`config.mk`:
```
export PLATFORM = sky130hd
export DESIGN_NAME = instruction_fetch
export DESIGN_NICKNAME = d
export VERILOG_FILES = /design/src/rtl/instruction_fetch_pkg.sv /design/src/rtl/inst_fields.sv /design/src/rtl/instruction_fetch.sv
export SDC_FILE = /design/constraint.sdc
export NUM_CORES = 1
export LEC_CHECK = 0
export CORE_ASPECT_RATIO = 1.25
export CORE_MARGIN = 5
export CORE_UTILIZATION = 28
export DETAILED_ROUTE_END_ITERATION = 8
export MAX_ROUTING_LAYER = met4
export PLACE_DENSITY_LB_ADDON = 0.3
export REMOVE_ABC_BUFFERS = 1
export SLEW_MARGIN = 0
export SYNTH_ARGS = -nofsm -noshare
export SYNTH_HDL_FRONTEND = slang
export SYNTH_SLANG_ARGS = --single-unit
export TNS_END_PERCENT = 50
```
`constraint.sdc`:
```
create_clock -name clk -period 2.72 [get_ports clk]
set_input_delay 0.408 -clock clk [delete_from_list [all_inputs] [get_ports clk]]
set_output_delay 0.408 -clock clk [all_outputs]
set_load 0.1 [all_outputs]
```
`src/rtl/instruction_fetch_pkg.sv`:
```
`default_nettype none
// ============================================================================
// Module      : instruction_fetch_pkg
// Description : Shared definitions for the fetch stage: fetch FSM state
//               encodings and instruction field bit positions (the field
//               positions are also used by the decode stage).
// Revision    : 1.0 - initial release
// ============================================================================
package instruction_fetch_pkg;

  // Fetch FSM state encoding (2-bit).
  typedef logic [1:0] fetch_state_t;

  localparam fetch_state_t FS_IDLE  = 2'd0;
  localparam fetch_state_t FS_WAIT  = 2'd1;
  localparam fetch_state_t FS_HOLD  = 2'd2;
  localparam fetch_state_t FS_FAULT = 2'd3;

  // Instruction field bit positions.
  localparam int OPCODE_MSB = 31;
  localparam int OPCODE_LSB = 26;
  localparam int RS_MSB     = 25;
  localparam int RS_LSB     = 21;
  localparam int RT_MSB     = 20;
  localparam int RT_LSB     = 16;
  localparam int RD_MSB     = 15;
  localparam int RD_LSB     = 11;
  localparam int SHAMT_MSB  = 10;
  localparam int SHAMT_LSB  = 6;
  localparam int FUNCT_MSB  = 5;
  localparam int FUNCT_LSB  = 0;
  localparam int IMM16_MSB  = 15;
  localparam int IMM16_LSB  = 0;

endpackage : instruction_fetch_pkg
`default_nettype wire

```
`src/rtl/inst_fields.sv`:
```
`default_nettype none
// ============================================================================
// Module      : inst_fields
// Description : Purely combinational splitter from an instruction word to
//               its decoded fields.
// Revision    : 1.0 - initial release
// ============================================================================
module inst_fields
  import instruction_fetch_pkg::*;
(
  input  logic [31:0] inst,
  output logic [5:0]  opcode,
  output logic [4:0]  rs,
  output logic [4:0]  rt,
  output logic [4:0]  rd,
  output logic [4:0]  shamt,
  output logic [5:0]  funct,
  output logic [15:0] imm16
);

  assign opcode = inst[OPCODE_MSB:OPCODE_LSB];
  assign rs     = inst[RS_MSB:RS_LSB];
  assign rt     = inst[RT_MSB:RT_LSB];
  assign rd     = inst[RD_MSB:RD_LSB];
  assign shamt  = inst[SHAMT_MSB:SHAMT_LSB];
  assign funct  = inst[FUNCT_MSB:FUNCT_LSB];
  assign imm16  = inst[IMM16_MSB:IMM16_LSB];

endmodule : inst_fields
`default_nettype wire

```
`src/rtl/instruction_fetch.sv`:
```
`default_nettype none
// ============================================================================
// Module      : instruction_fetch
// Description : Fetch stage. Holds the PC, runs a req/ack read of
//               instruction memory, presents the registered instruction and
//               its fields downstream, and loads next_pc on accept. A
//               misaligned next PC parks the stage in a sticky fault state.
// Revision    : 1.0 - initial release
// ============================================================================
module instruction_fetch
  import instruction_fetch_pkg::*;
#(
  parameter logic [31:0] RESET_PC = 32'h0040_0000
) (
  input  logic        clk,
  input  logic        reset,
  input  logic [31:0] next_pc,
  output logic [31:0] pc,
  output logic        imem_req,
  output logic [31:0] imem_addr,
  input  logic        imem_ack,
  input  logic [31:0] imem_rdata,
  output logic [31:0] inst,
  output logic        inst_valid,
  input  logic        inst_ready,
  output logic [5:0]  opcode,
  output logic [4:0]  rs,
  output logic [4:0]  rt,
  output logic [4:0]  rd,
  output logic [4:0]  shamt,
  output logic [5:0]  funct,
  output logic [15:0] imm16,
  output logic        fault,
  output logic [31:0] fetch_count
);

  fetch_state_t state_q;
  fetch_state_t state_d;

  // Memory returns data in WAIT; downstream takes the word in HOLD.
  logic capture;
  logic accept;

  assign capture = (state_q == FS_WAIT) && imem_ack;
  assign accept  = (state_q == FS_HOLD) && inst_ready;

  // State register.
  always_ff @(posedge clk) begin
    if (reset) begin
      state_q <= FS_IDLE;
    end else begin
      state_q <= state_d;
    end
  end

  // Next-state logic; a misaligned next PC ends in FAULT until reset.
  always_comb begin
    state_d = state_q;
    case (state_q)
      FS_IDLE:  state_d = FS_WAIT;
      FS_WAIT:  if (imem_ack) state_d = FS_HOLD;
      FS_HOLD: begin
        if (inst_ready) begin
          state_d = (next_pc[1:0] != 2'b00) ? FS_FAULT : FS_WAIT;
        end
      end
      FS_FAULT: state_d = FS_FAULT;
      default:  state_d = FS_IDLE;
    endcase
  end

  // Handshake outputs decoded from the state register only.
  always_comb begin
    imem_req   = (state_q == FS_WAIT);
    inst_valid = (state_q == FS_HOLD);
    fault      = (state_q == FS_FAULT);
  end

  // PC, instruction register and accepted-instruction counter.
  always_ff @(posedge clk) begin
    if (reset) begin
      pc          <= RESET_PC;
      inst        <= 32'd0;
      fetch_count <= 32'd0;
    end else begin
      if (capture) begin
        inst <= imem_rdata;
      end
      if (accept) begin
        pc          <= next_pc;
        fetch_count <= fetch_count + 32'd1;
      end
    end
  end

  // pc is only updated on accept, so it is stable for the whole WAIT.
  assign imem_addr = pc;

  inst_fields u_inst_fields (
    .inst   (inst),
    .opcode (opcode),
    .rs     (rs),
    .rt     (rt),
    .rd     (rd),
    .shamt  (shamt),
    .funct  (funct),
    .imm16  (imm16)
  );

endmodule : instruction_fetch
`default_nettype wire

```
==> results.sh <==
export IMPL_ys_async_sr_fraction_pct=0
export IMPL_fin_crit_ns=1.92
export IMPL_cts_buffers_inserted=9
export IMPL_rows=51
export IMPL_insertion_delay_ns=0.34
export IMPL_synthFlopType="dfxtp_1"
export IMPL_drc_errors=0
export IMPL_slew_headroom_pct=61.1
export IMPL_max_freq_ghz=0.520
export IMPL_synth_seq_area_share_pct=45.1
export IMPL_synth_seq_cells=98
export IMPL_vias=3979
export IMPL_post_cts_setup_buffer_count=0
export IMPL_clockBufferDepth=2
export IMPL_grt_max_degree=58
export IMPL_cts_hold_fix_buffers=0
export IMPL_first_global_vias=3883
export IMPL_wl_per_cell_um=13.8
export IMPL_cp_start_kind="flop"
export IMPL_nNetsFinal=760
export IMPL_ios=247
export IMPL_routed_wl_mm=12.5
export IMPL_fp_dieH_um=149
export IMPL_critPathMaxFanout=15
export IMPL_placed_cells=892
export IMPL_vias_per_cell=4.39
export IMPL_drt_first_pass_iters=4
export IMPL_leakage_nw=2.70
export IMPL_cp_end_kind="flop"
export IMPL_root_buffer="clkbuf_16"
export IMPL_initial_core_util_pct=28.2
export IMPL_cp_required_ns=2.94
export IMPL_portBuffers=246
export IMPL_synthDistinctLibCells=32
export IMPL_post_route_period_util_pct=70.7
export IMPL_path_clk_slew_ns=0.06
export IMPL_area_growth_syn_to_layout_pct=44.5
export IMPL_grt_first_pass_wirelength_mm=19.5
export IMPL_max_cap_violations=0
export IMPL_drive_gt1_share_pct=30.4
export IMPL_tns_ns=0
export IMPL_htree_num_levels=3
export IMPL_gp_congestion=0.750
export IMPL_drtAntennaViolNets=0
export IMPL_hold_viol=0
export IMPL_cp_slowest_cell="dfxtp_1"
export IMPL_status="finished, final reports clean"
export IMPL_core_um2=15400
export IMPL_antennaDiodeCount=0
export IMPL_clock_sinks=98
export IMPL_place_area_um2=5960
export IMPL_syn_inst=536
export IMPL_crit_chain="nand4_1, nor2_8, nand4_2, nor3_1, mux2_1"
export IMPL_dr_first_iter_drc_count=142
export IMPL_syn_area_um2=4350
export IMPL_dpl_worst_slack_ns=0.447
export IMPL_setup_slack_ns=0.796
export IMPL_worst_slew_pin_slew_ns=0.583
export IMPL_grt_ovfl_total=0
export IMPL_ir_drop_mv=0.238
export IMPL_avgSynthCellArea_um2=8.12
export IMPL_hpwlAfterDp_mm=9.56
export IMPL_cts_tree="built"
export IMPL_die_x_um=121
export IMPL_slew_viol_final=0
export IMPL_antenna_found_initial=0
export IMPL_cpPeakStageDelay_ns=0.43
export IMPL_grt_usage_pct=13.7
export IMPL_crit_arrival_ns=2.15
export IMPL_die_area_um2=18100
export IMPL_final_cell_count_no_fill=907
export IMPL_worst_clock_skew_ns=0.00572
export IMPL_hp_class="reg2reg"
export IMPL_yosysWarnings=0
export IMPL_fillers=1604
export IMPL_critical_path_class="reg2reg"
export IMPL_rsz0062_at_grt="no"
export IMPL_setup_viol=0
export IMPL_finalInstanceArea_um2=6280
export IMPL_post_cts_resized=0
export IMPL_pwr_density_cell_nw_per_um2=608
export IMPL_synth_edf_count=0
export IMPL_holdWs_ns=0.474
==> report_power, final <==
group	internal, mW	switching, mW
clock network	0.852	0.514
logic	0.217	0.726
registers	1.47	0.0363
==> metrics by stage <==
stage | power (mW) | utilization [%]
after CTS | 3.88 | 40.7
after detailed placement | 2.49 | 38.6
final | 3.82 | 40.7
after global placement | 2.49 | 38.6
after floorplan | 2.20 | -
after global routing | 3.96 | 40.7
==> cell usage after synthesis (all sizes together) (3+ instances only) <==
master / n / area, um^2
xnor2: 4 / 35.0
nor2b: 3 / 18.8
dfxtp: 98 / 1960
and4: 4 / 40.0
nor2: 28 / 138
inv: 4 / 15.0
a21oi: 73 / 365
xor2: 18 / 158
and3: 5 / 33.8
nand3: 11 / 67.6
nand4: 12 / 87.6
nand2: 140 / 526
clkbuf: 21 / 78.8
or3: 8 / 50.1
buf: 88 / 652
o21ai: 8 / 40.0
==> layer usage <==
metal	up-vias	global-route usage (%)	wire [um]
met2	161	23.6	6310
met5	-	-	0
met1	1833	15.6	5100
li1	1967	-	-
met3	18	2.69	842
met4	0	5.72	282
==> registers in the layout (all words and copies together), names as in the netlist <==
name	cells
inst	32
imem_addr	32
state_q	2
fetch_count	32
==> cell type report <==
class | instances | area [um^2] | area share, %
clock buffer | 13 | 260 | 4.14
clock inverter | 2 | 60.1 | 0.956
inverter | 4 | 15.0 | 0.239
multi-input combinational | 325 | 1650 | 26.2
sequential | 98 | 1960 | 31.2
tap | 212 | 265 | 4.22
timing repair buffer | 253 | 2080 | 33.0
==> path summary, 6_finish.rpt <==
check,to,slack [ns],cells past startpoint,start
max,fetch_count[31],0.80,5,fetch_count[4]
min,inst[23],0.47,2,inst[23]
max reg2reg,fetch_count[31],0.80,5,fetch_count[4]
min reg2reg,inst[23],0.47,2,inst[23]
==> placed cells by master, fill, tap and decap left out, types with 2 or more instances in the layout <==
| master | Yosys | layout |
|---|---|---|
| buf_4 | 81 | 186 |
| nand2_1 | 140 | 140 |
| dfxtp_1 | 98 | 98 |
| a21oi_1 | 73 | 73 |
| clkdlybuf4s50_1 | 0 | 66 |
| nor2_1 | 26 | 25 |
| xor2_1 | 18 | 18 |
| nand3_1 | 10 | 10 |
| nand4_1 | 10 | 10 |
| clkbuf_16 | 0 | 9 |
| o21ai_0 | 8 | 8 |
| or3_1 | 8 | 8 |
| inv_1 | 4 | 4 |
| xnor2_1 | 4 | 4 |
| nor2b_1 | 3 | 3 |
| and3_1 | 3 | 3 |
| and2_1 | 2 | 2 |
| nand3b_1 | 2 | 2 |
| nor2_8 | 2 | 2 |
| and4_1 | 2 | 2 |
| and4_4 | 2 | 2 |
| nand4_2 | 2 | 2 |
| and3_2 | 2 | 2 |
| nor3_1 | 2 | 2 |
| clkbuf_8 | 0 | 2 |
| clkbuf_1 | 21 | 2 |
| bufinv_16 | 0 | 2 |
==> critical path: cells and delay by family, from the launching register on <==
family	cells	cell delay (ns)
and+or+nand+nor	4	1.04
muxes	1	0.33
DFF	1	0.43
==> kinds of logic after synthesis <==
logic type / after synthesis / synth area share, %
mux: 1 / 0.259
flops: 98 / 45.1
xor+xnor: 22 / 4.43
buf+inv: 113 / 17.1
fa+ha+maj: 1 / 0.288
compound gates: 83 / 9.69
simple gates: 218 / 23.1
No activity file was read; power rests on OpenSTA's default activity.
